==> config.mk <==
export PLATFORM = sky130hd
export DESIGN_NAME = id_pipe_stage
export DESIGN_NICKNAME = d
export VERILOG_FILES = /design/src/rtl/id_pipe_stage.sv
export SDC_FILE = /design/constraint.sdc
export NUM_CORES = 1
export LEC_CHECK = 0
export CAP_MARGIN = 20
export CORE_MARGIN = 1.5
export CORE_UTILIZATION = 25
export DETAILED_ROUTE_END_ITERATION = 7
export DONT_BUFFER_PORTS = 1
export HOLD_SLACK_MARGIN = 0.03
export PLACE_DENSITY = 0.5
export SETUP_SLACK_MARGIN = 0.05
export SKIP_LAST_GASP = 1
export SYNTH_ARGS = -nofsm -noshare
export SYNTH_HDL_FRONTEND = slang
export SYNTH_SLANG_ARGS = --single-unit
export TNS_END_PERCENT = 20
==> constraint.sdc <==
create_clock -name clk -period 5.25 [get_ports clk]
set_clock_uncertainty 0.15 [all_clocks]
set_input_delay 0.7875 -clock clk [delete_from_list [all_inputs] [get_ports clk]]
set_output_delay 0.7875 -clock clk [all_outputs]
set_load 0.02 [all_outputs]
==> src/rtl/id_pipe_stage.sv <==
// Registered RV32I decode stage: decodes, reads/forwards operands, resolves
// branches and jumps, interlocks load-use, and holds results in an ID/EX register.
module id_pipe_stage #(
  parameter int XLEN    = 32,
  parameter int NUM_FWD = 2,
  parameter int AOP_W   = 8,
  parameter int ASEL_W  = 3
) (
  input  logic                    clk,
  input  logic                    rst_n,
  input  logic                    flush_i,
  input  logic                    if_valid_i,
  output logic                    if_ready_o,
  input  logic [XLEN-1:0]         pc_i,
  input  logic [31:0]             inst_i,
  output logic [4:0]              rf_raddr1_o,
  output logic [4:0]              rf_raddr2_o,
  input  logic [XLEN-1:0]         rf_rdata1_i,
  input  logic [XLEN-1:0]         rf_rdata2_i,
  input  logic [NUM_FWD-1:0]      fwd_wen_i,
  input  logic [5*NUM_FWD-1:0]    fwd_waddr_i,
  input  logic [XLEN*NUM_FWD-1:0] fwd_wdata_i,
  output logic                    ex_valid_o,
  input  logic                    ex_ready_i,
  output logic [AOP_W-1:0]        aluop_o,
  output logic [ASEL_W-1:0]       alusel_o,
  output logic [XLEN-1:0]         op1_o,
  output logic [XLEN-1:0]         op2_o,
  output logic [XLEN-1:0]         imm_o,
  output logic [XLEN-1:0]         link_addr_o,
  output logic [4:0]              wd_o,
  output logic                    wreg_o,
  output logic [31:0]             inst_o,
  output logic                    illegal_o,
  output logic                    redirect_o,
  output logic [XLEN-1:0]         redirect_pc_o
);

  localparam logic [AOP_W-1:0] EXE_NOP_OP  = AOP_W'(8'h00);
  localparam logic [AOP_W-1:0] EXE_ADD_OP  = AOP_W'(8'h20);
  localparam logic [AOP_W-1:0] EXE_SUB_OP  = AOP_W'(8'h22);
  localparam logic [AOP_W-1:0] EXE_SLT_OP  = AOP_W'(8'h2A);
  localparam logic [AOP_W-1:0] EXE_SLTU_OP = AOP_W'(8'h2B);
  localparam logic [AOP_W-1:0] EXE_AND_OP  = AOP_W'(8'h24);
  localparam logic [AOP_W-1:0] EXE_OR_OP   = AOP_W'(8'h25);
  localparam logic [AOP_W-1:0] EXE_XOR_OP  = AOP_W'(8'h26);
  localparam logic [AOP_W-1:0] EXE_SLL_OP  = AOP_W'(8'h7C);
  localparam logic [AOP_W-1:0] EXE_SRL_OP  = AOP_W'(8'h02);
  localparam logic [AOP_W-1:0] EXE_SRA_OP  = AOP_W'(8'h03);
  localparam logic [AOP_W-1:0] EXE_JAL_OP  = AOP_W'(8'h50);
  localparam logic [AOP_W-1:0] EXE_JALR_OP = AOP_W'(8'h09);
  localparam logic [AOP_W-1:0] EXE_BEQ_OP  = AOP_W'(8'h51);
  localparam logic [AOP_W-1:0] EXE_BNE_OP  = AOP_W'(8'h52);
  localparam logic [AOP_W-1:0] EXE_BLT_OP  = AOP_W'(8'h53);
  localparam logic [AOP_W-1:0] EXE_BGE_OP  = AOP_W'(8'h54);
  localparam logic [AOP_W-1:0] EXE_BLTU_OP = AOP_W'(8'h55);
  localparam logic [AOP_W-1:0] EXE_BGEU_OP = AOP_W'(8'h56);
  localparam logic [AOP_W-1:0] EXE_LB_OP   = AOP_W'(8'hE0);
  localparam logic [AOP_W-1:0] EXE_LH_OP   = AOP_W'(8'hE1);
  localparam logic [AOP_W-1:0] EXE_LW_OP   = AOP_W'(8'hE3);
  localparam logic [AOP_W-1:0] EXE_LBU_OP  = AOP_W'(8'hE4);
  localparam logic [AOP_W-1:0] EXE_LHU_OP  = AOP_W'(8'hE5);
  localparam logic [AOP_W-1:0] EXE_SB_OP   = AOP_W'(8'hE8);
  localparam logic [AOP_W-1:0] EXE_SH_OP   = AOP_W'(8'hE9);
  localparam logic [AOP_W-1:0] EXE_SW_OP   = AOP_W'(8'hEB);

  localparam logic [ASEL_W-1:0] EXE_RES_NOP         = ASEL_W'(3'd0);
  localparam logic [ASEL_W-1:0] EXE_RES_LOGIC       = ASEL_W'(3'd1);
  localparam logic [ASEL_W-1:0] EXE_RES_SHIFT       = ASEL_W'(3'd2);
  localparam logic [ASEL_W-1:0] EXE_RES_ARITHMETIC  = ASEL_W'(3'd4);
  localparam logic [ASEL_W-1:0] EXE_RES_JUMP_BRANCH = ASEL_W'(3'd6);
  localparam logic [ASEL_W-1:0] EXE_RES_LOAD_STORE  = ASEL_W'(3'd7);

  localparam logic [6:0] OPC_LUI    = 7'b0110111;
  localparam logic [6:0] OPC_AUIPC  = 7'b0010111;
  localparam logic [6:0] OPC_JAL    = 7'b1101111;
  localparam logic [6:0] OPC_JALR   = 7'b1100111;
  localparam logic [6:0] OPC_BRANCH = 7'b1100011;
  localparam logic [6:0] OPC_LOAD   = 7'b0000011;
  localparam logic [6:0] OPC_STORE  = 7'b0100011;
  localparam logic [6:0] OPC_OPIMM  = 7'b0010011;
  localparam logic [6:0] OPC_OP     = 7'b0110011;
  localparam logic [6:0] OPC_FENCE  = 7'b0001111;

  logic [6:0]      opcode, funct7;
  logic [2:0]      funct3;
  logic [4:0]      rs1, rs2, rd;
  logic [XLEN-1:0] imm_i, imm_s, imm_b, imm_u, imm_j, shamt;
  logic [XLEN-1:0] rs1_val, rs2_val, jalr_sum;

  logic [AOP_W-1:0]  d_aluop;
  logic [ASEL_W-1:0] d_alusel;
  logic [XLEN-1:0]   d_op1, d_op2, d_imm, d_target;
  logic              d_wreg, d_legal, d_load, d_taken, uses_rs1, uses_rs2;

  logic            ld_pend, ex_is_load;
  logic [4:0]      ld_rd;
  logic            stall, accept;

  assign opcode = inst_i[6:0];
  assign rd     = inst_i[11:7];
  assign funct3 = inst_i[14:12];
  assign rs1    = inst_i[19:15];
  assign rs2    = inst_i[24:20];
  assign funct7 = inst_i[31:25];

  assign rf_raddr1_o = rs1;
  assign rf_raddr2_o = rs2;

  assign imm_i = XLEN'($signed(inst_i[31:20]));
  assign imm_s = XLEN'($signed({inst_i[31:25], inst_i[11:7]}));
  assign imm_b = XLEN'($signed({inst_i[31], inst_i[7], inst_i[30:25], inst_i[11:8], 1'b0}));
  assign imm_u = XLEN'($signed({inst_i[31:12], 12'b0}));
  assign imm_j = XLEN'($signed({inst_i[31], inst_i[19:12], inst_i[20], inst_i[30:21], 1'b0}));
  assign shamt = XLEN'(inst_i[24:20]);

  // Scan oldest to youngest so the lowest-index matching source wins; x0 always reads zero.
  function automatic logic [XLEN-1:0] fwd_sel(input logic [4:0] rs, input logic [XLEN-1:0] rf);
    logic [XLEN-1:0] v;
    v = rf;
    for (int unsigned k = NUM_FWD; k > 0; k--) begin
      if (fwd_wen_i[k-1] && fwd_waddr_i[5*(k-1) +: 5] == rs)
        v = fwd_wdata_i[XLEN*(k-1) +: XLEN];
    end
    if (rs == 5'd0)
      v = '0;
    return v;
  endfunction

  // Operand select with forwarding
  always_comb begin
    rs1_val  = fwd_sel(rs1, rf_rdata1_i);
    rs2_val  = fwd_sel(rs2, rf_rdata2_i);
    jalr_sum = rs1_val + imm_i;
  end

  // Instruction decode, branch resolution and jump target
  always_comb begin
    d_aluop  = EXE_NOP_OP;
    d_alusel = EXE_RES_NOP;
    d_op1    = '0;
    d_op2    = '0;
    d_imm    = '0;
    d_target = '0;
    d_wreg   = 1'b0;
    d_legal  = 1'b1;
    d_load   = 1'b0;
    d_taken  = 1'b0;
    uses_rs1 = 1'b0;
    uses_rs2 = 1'b0;
    case (opcode)
      OPC_LUI: begin
        d_aluop = EXE_ADD_OP; d_alusel = EXE_RES_ARITHMETIC;
        d_op2 = imm_u; d_imm = imm_u; d_wreg = 1'b1;
      end
      OPC_AUIPC: begin
        d_aluop = EXE_ADD_OP; d_alusel = EXE_RES_ARITHMETIC;
        d_op1 = pc_i; d_op2 = imm_u; d_imm = imm_u; d_wreg = 1'b1;
      end
      OPC_JAL: begin
        d_aluop = EXE_JAL_OP; d_alusel = EXE_RES_JUMP_BRANCH;
        d_op1 = pc_i; d_op2 = imm_j; d_imm = imm_j; d_wreg = 1'b1;
        d_taken = 1'b1; d_target = pc_i + imm_j;
      end
      OPC_JALR: begin
        d_legal = (funct3 == 3'b000);
        d_aluop = EXE_JALR_OP; d_alusel = EXE_RES_JUMP_BRANCH;
        d_op1 = rs1_val; d_op2 = imm_i; d_imm = imm_i; d_wreg = 1'b1;
        uses_rs1 = 1'b1;
        d_taken = 1'b1; d_target = {jalr_sum[XLEN-1:1], 1'b0};
      end
      OPC_BRANCH: begin
        d_alusel = EXE_RES_JUMP_BRANCH;
        d_op1 = rs1_val; d_op2 = rs2_val; d_imm = imm_b;
        uses_rs1 = 1'b1; uses_rs2 = 1'b1;
        d_target = pc_i + imm_b;
        case (funct3)
          3'b000: begin d_aluop = EXE_BEQ_OP;  d_taken = (rs1_val == rs2_val); end
          3'b001: begin d_aluop = EXE_BNE_OP;  d_taken = (rs1_val != rs2_val); end
          3'b100: begin d_aluop = EXE_BLT_OP;  d_taken = ($signed(rs1_val) <  $signed(rs2_val)); end
          3'b101: begin d_aluop = EXE_BGE_OP;  d_taken = ($signed(rs1_val) >= $signed(rs2_val)); end
          3'b110: begin d_aluop = EXE_BLTU_OP; d_taken = (rs1_val <  rs2_val); end
          3'b111: begin d_aluop = EXE_BGEU_OP; d_taken = (rs1_val >= rs2_val); end
          default: d_legal = 1'b0;
        endcase
      end
      OPC_LOAD: begin
        d_alusel = EXE_RES_LOAD_STORE;
        d_op1 = rs1_val; d_op2 = imm_i; d_imm = imm_i; d_wreg = 1'b1;
        uses_rs1 = 1'b1; d_load = 1'b1;
        case (funct3)
          3'b000: d_aluop = EXE_LB_OP;
          3'b001: d_aluop = EXE_LH_OP;
          3'b010: d_aluop = EXE_LW_OP;
          3'b100: d_aluop = EXE_LBU_OP;
          3'b101: d_aluop = EXE_LHU_OP;
          default: d_legal = 1'b0;
        endcase
      end
      OPC_STORE: begin
        d_alusel = EXE_RES_LOAD_STORE;
        d_op1 = rs1_val; d_op2 = rs2_val; d_imm = imm_s;
        uses_rs1 = 1'b1; uses_rs2 = 1'b1;
        case (funct3)
          3'b000: d_aluop = EXE_SB_OP;
          3'b001: d_aluop = EXE_SH_OP;
          3'b010: d_aluop = EXE_SW_OP;
          default: d_legal = 1'b0;
        endcase
      end
      OPC_OPIMM: begin
        d_op1 = rs1_val; d_op2 = imm_i; d_imm = imm_i; d_wreg = 1'b1;
        uses_rs1 = 1'b1;
        case (funct3)
          3'b000: begin d_aluop = EXE_ADD_OP;  d_alusel = EXE_RES_ARITHMETIC; end
          3'b010: begin d_aluop = EXE_SLT_OP;  d_alusel = EXE_RES_ARITHMETIC; end
          3'b011: begin d_aluop = EXE_SLTU_OP; d_alusel = EXE_RES_ARITHMETIC; end
          3'b100: begin d_aluop = EXE_XOR_OP;  d_alusel = EXE_RES_LOGIC; end
          3'b110: begin d_aluop = EXE_OR_OP;   d_alusel = EXE_RES_LOGIC; end
          3'b111: begin d_aluop = EXE_AND_OP;  d_alusel = EXE_RES_LOGIC; end
          3'b001: begin
            d_aluop = EXE_SLL_OP; d_alusel = EXE_RES_SHIFT;
            d_op2 = shamt; d_imm = shamt;
            d_legal = (funct7 == 7'b0000000);
          end
          default: begin
            d_aluop = inst_i[30] ? EXE_SRA_OP : EXE_SRL_OP; d_alusel = EXE_RES_SHIFT;
            d_op2 = shamt; d_imm = shamt;
            d_legal = !inst_i[31] && (inst_i[29:25] == 5'd0);
          end
        endcase
      end
      OPC_OP: begin
        d_op1 = rs1_val; d_op2 = rs2_val; d_wreg = 1'b1;
        uses_rs1 = 1'b1; uses_rs2 = 1'b1;
        d_legal = (funct7 == 7'b0000000) ||
                  (funct7 == 7'b0100000 && (funct3 == 3'b000 || funct3 == 3'b101));
        case (funct3)
          3'b000: begin d_aluop = funct7[5] ? EXE_SUB_OP : EXE_ADD_OP; d_alusel = EXE_RES_ARITHMETIC; end
          3'b001: begin d_aluop = EXE_SLL_OP;  d_alusel = EXE_RES_SHIFT; end
          3'b010: begin d_aluop = EXE_SLT_OP;  d_alusel = EXE_RES_ARITHMETIC; end
          3'b011: begin d_aluop = EXE_SLTU_OP; d_alusel = EXE_RES_ARITHMETIC; end
          3'b100: begin d_aluop = EXE_XOR_OP;  d_alusel = EXE_RES_LOGIC; end
          3'b101: begin d_aluop = funct7[5] ? EXE_SRA_OP : EXE_SRL_OP; d_alusel = EXE_RES_SHIFT; end
          3'b110: begin d_aluop = EXE_OR_OP;   d_alusel = EXE_RES_LOGIC; end
          default: begin d_aluop = EXE_AND_OP; d_alusel = EXE_RES_LOGIC; end
        endcase
      end
      OPC_FENCE: ;
      default: d_legal = 1'b0;
    endcase
    if (!d_legal) begin
      d_aluop  = EXE_NOP_OP;
      d_alusel = EXE_RES_NOP;
      d_wreg   = 1'b0;
      d_load   = 1'b0;
      d_taken  = 1'b0;
      uses_rs1 = 1'b0;
      uses_rs2 = 1'b0;
    end
  end

  // Load-use interlock and input handshake; a pending redirect blocks the wrong-path fetch
  always_comb begin
    stall = ld_pend && (ld_rd != 5'd0) &&
            ((uses_rs1 && rs1 == ld_rd) || (uses_rs2 && rs2 == ld_rd));
    if_ready_o = !flush_i && !stall && !redirect_o && (!ex_valid_o || ex_ready_i);
    accept = if_valid_i && if_ready_o;
  end

  // ID/EX output register, redirect pulse and pending-load tracking
  always_ff @(posedge clk or negedge rst_n) begin
    if (!rst_n) begin
      ex_valid_o    <= 1'b0;
      aluop_o       <= EXE_NOP_OP;
      alusel_o      <= EXE_RES_NOP;
      op1_o         <= '0;
      op2_o         <= '0;
      imm_o         <= '0;
      link_addr_o   <= '0;
      wd_o          <= '0;
      wreg_o        <= 1'b0;
      inst_o        <= '0;
      illegal_o     <= 1'b0;
      ex_is_load    <= 1'b0;
      redirect_o    <= 1'b0;
      redirect_pc_o <= '0;
      ld_pend       <= 1'b0;
      ld_rd         <= '0;
    end else if (flush_i) begin
      ex_valid_o <= 1'b0;
      redirect_o <= 1'b0;
      ld_pend    <= 1'b0;
    end else begin
      redirect_o <= accept && d_taken;
      if (accept && d_taken)
        redirect_pc_o <= d_target;
      if (accept) begin
        ex_valid_o  <= 1'b1;
        aluop_o     <= d_aluop;
        alusel_o    <= d_alusel;
        op1_o       <= d_op1;
        op2_o       <= d_op2;
        imm_o       <= d_imm;
        link_addr_o <= pc_i + XLEN'(4);
        wd_o        <= rd;
        wreg_o      <= d_wreg;
        inst_o      <= inst_i;
        illegal_o   <= !d_legal;
        ex_is_load  <= d_load;
      end else if (ex_ready_i) begin
        ex_valid_o <= 1'b0;
      end
      if (ex_valid_o && ex_ready_i && ex_is_load) begin
        ld_pend <= 1'b1;
        ld_rd   <= wd_o;
      end else if (ex_ready_i) begin
        ld_pend <= 1'b0;
      end
    end
  end

endmodule

==> impl_results.md <==
- Num ports: 432
- Worst hold slack: -0.223 ns
- # DRC: 0
- Peak VDD IR: 0.225 mV
- Vias in the first global route: 14800
- Hold Path Class: in -> async
- RSZ-0062 raised after global routing: false
- Setup crit start kind: input port
- Via-per-instance ratio: 5.26
- Initial Util: 25.2%
- Most frequent cell after synthesis: nand2_1
- First-pass GRT wire length: 107 mm
- Die H: 257 microns
- Post-synth top cells: nand2_1 (269), dfrtp_1 (214), o21ai_0 (177)
- Synth top area cells: dfrtp_1 (33%), ha_1 (7.3%), nand2_1 (6.2%)
- Hpwl dp: 59.4 mm
- CTS Sinks: 214
- Synth top area share: 33.1%
- Crit path capture: redirect_pc_o[29]
- Crit Path Max Fanout: 8
- Root buf cell: clkbuf_16
- Depth of the worst register-to-register path: 8
- Routed Antenna Nets: 0
- Area grow syn2layout: 19.6%
- Net count after synthesis: 2166
- Max_cap viols: 0
- Cell area after layout: 19300 sq um
- Slew Limit Fails: 0
- CTS max path bufs: 3
- WL/cell: 26.6 microns
- Placer Congestion: 0.887
- LEAKAGE: 8.43 nW
- Cells after Synth: 1861
- Yosys warns: 0
- Slew headroom: 34.8%
- Total Die Area: 66200 sq um
- Failing checks: hold timing
- Remaining global-route overflow: 0
- Die Wd: 257 microns
- Clock Pin Slew Worst Setup and Hold Paths: 0.06 ns
- Post-synthesis register bit count: 214
- Core area: 64200 sq um
- Critical Path Sink Type: flip-flop
- Library cells used by synthesis: 82
- # setup viols final: 0
- Initial antenna violation count: 8
- Status: complete, but fails checks
- FF-to-FF End: redirect_pc_o[19]
- FF-to-FF Start: ld_rd[1]
- Cell accounting for the most synthesized area: dfrtp_1
- CTS Buf Count: 28
- Main flop type after synthesis: dfrtp_1
- Layout cell share with drive strength beyond 1: 18.1%
- Rows: 93
- Post-route setup TNS: 0 ns
- Router iterations before antenna repair: 5
- Final WL: 75.2 mm
- Final Hold Vio Count: 214
- Area after DPL: 18300 sq um
- Worst endpoint data arrival time: 5.31 ns
- Nets: 2250
- CTS tree: yes
- Total track usage: 21.9%
- Port bufs: 0
- Tmin final: 5.01 ns
- Vias: 14900
- Pwr Total: 5.20 mW
- Mapped Area: 16200 sq um
- Req. time, crit path: 5.56 ns
- Critical path origin: fwd_waddr_i[7]
- Iteration-0 DRC Markers: 1130
- Worst skew pair latency: 0.59 ns
- Sequential-to-total area share from yosys stat: 33.1%
- Syn avg cell area: 8.69 sq um
- Fin crit share: 95.3%
- Largest net degree at the start of global routing: 215
- Post-synth ARST share: 100%
- R2r setup slk: 2.14 ns
- H-Tree Depth: 1
- Slew @ Worst Pin: 0.968 ns
- EDFF count, synth: 0
- Critical path class: in -> reg
- Fillers: 6845
- Fmax: 0.200 GHz
- Power per cell area: 269 nW/um^2
[critical path, stage by stage]
cell	delay, ns
xor2_1	0.17
nor4_4	0.41
and3_2	0.28
buf_12	0.14
buf_4	0.20
mux2i_1	0.28
a211oi_2	0.13
buf_4	0.15
ha_1	0.28
and3_1	0.20
nor4bb_1	0.37
and2_1	0.22
nand3_1	0.12
a2bb2oi_1	0.18
a311oi_2	0.24
buf_4	0.17
a21oi_2	0.09
o31ai_2	0.29
xnor2_1	0.18
o22ai_1	0.11
mux2_4	0.31
[where the power goes]
group / switching (mW) / internal [mW]
Combinational: 0.600 / 0.510
Clock: 0.816 / 1.30
Sequential: 0.229 / 1.75
[cells by family after synthesis]
group / after synthesis / share of synthesized area, %
compound gates: 590 / 23.5
mux: 137 / 9.67
buf+inv: 172 / 4.97
simple gates: 533 / 14.6
xor+xnor: 118 / 6.49
flops: 214 / 33.1
fa+ha+maj: 97 / 7.59
[area by class of cell]
cell class | count | area [sq um] | share of cell area (%)
sequential | 214 | 5360 | 27.7
inverter | 37 | 139 | 0.718
timing repair buffer | 189 | 1580 | 8.18
multi-input combinational | 1475 | 10200 | 52.5
clock buffer | 37 | 785 | 4.06
antenna | 7 | 17.5 | 0.0906
clock inverter | 14 | 230 | 1.19
tap | 855 | 1070 | 5.53
[layer usage]
layer,vias to the layer above,share of wire (%),GRT usage [%]
met5,-,0.017,0
met4,2,3.3,7.24
met3,109,7.8,5.82
met2,552,47,36.4
met1,7302,42,27.5
li1,6920,-,-
[sequential cells by signal, summed over array words and instances, names as in the netlist]
signal,cells
imm_o,32
link_addr_o,32
op1_o,32
op2_o,32
redirect_pc_o,32
inst_o,28
aluop_o,8
ld_rd,5
wd_o,4
alusel_o,3
ex_is_load,1
ex_valid_o,1
illegal_o,1
ld_pend,1
redirect_o,1
wreg_o,1
[cells in the final DEF (no fill, tap or decap), types with 28 or more instances in the layout]
master	netlist	final
nand2_1	269	269
dfrtp_1	214	214
o21ai_0	177	177
buf_4	29	176
nor2_1	113	112
a21oi_1	108	106
ha_1	94	94
xnor2_1	65	65
mux2i_1	65	65
a21o_1	58	58
xor2_1	51	51
mux2_2	44	44
a22oi_1	42	42
a211oi_1	51	37
inv_1	35	35
o211ai_1	33	33
nand3_1	35	33
o22ai_1	30	30
clkbuf_16	0	28
[worst min path at each step]
stage | start | end | slack [ns] | cells after the start
2_1_floorplan | ld_pend | ld_pend | 0.29 | 2
3_5_place_dp | ld_pend | ld_pend | 0.31 | 2
4_1_cts | rst_n | op1_o[2] | -0.26 | 0
6_report | rst_n | op1_o[23] | -0.22 | 0
3_3_place_gp | ld_pend | ld_pend | 0.31 | 2
5_1_grt | rst_n | op1_o[23] | -0.24 | 0
[metrics by stage]
stage                     cells  util (%)  hold WS [ns]  worst slack [ns]
after floorplan            1861         -         0.291            0.0564
after global placement     2769      28.4         0.308            -0.476
after detailed placement   2769      28.4         0.312            -0.610
after CTS                  2820      30.0        -0.265            0.0985
after global routing       2826      30.1        -0.245            0.0581
final                      2828      30.1        -0.223             0.245
[timing repair]
action / in CTS / in global routing
resized for setup: 1 / 7
setup endpoints to repair: 27 / 32
setup buffers: 0 / 1
hold endpoints to repair: 214 / 214
pin swaps: 0 / 4
No activity file was read; power rests on OpenSTA's default activity.
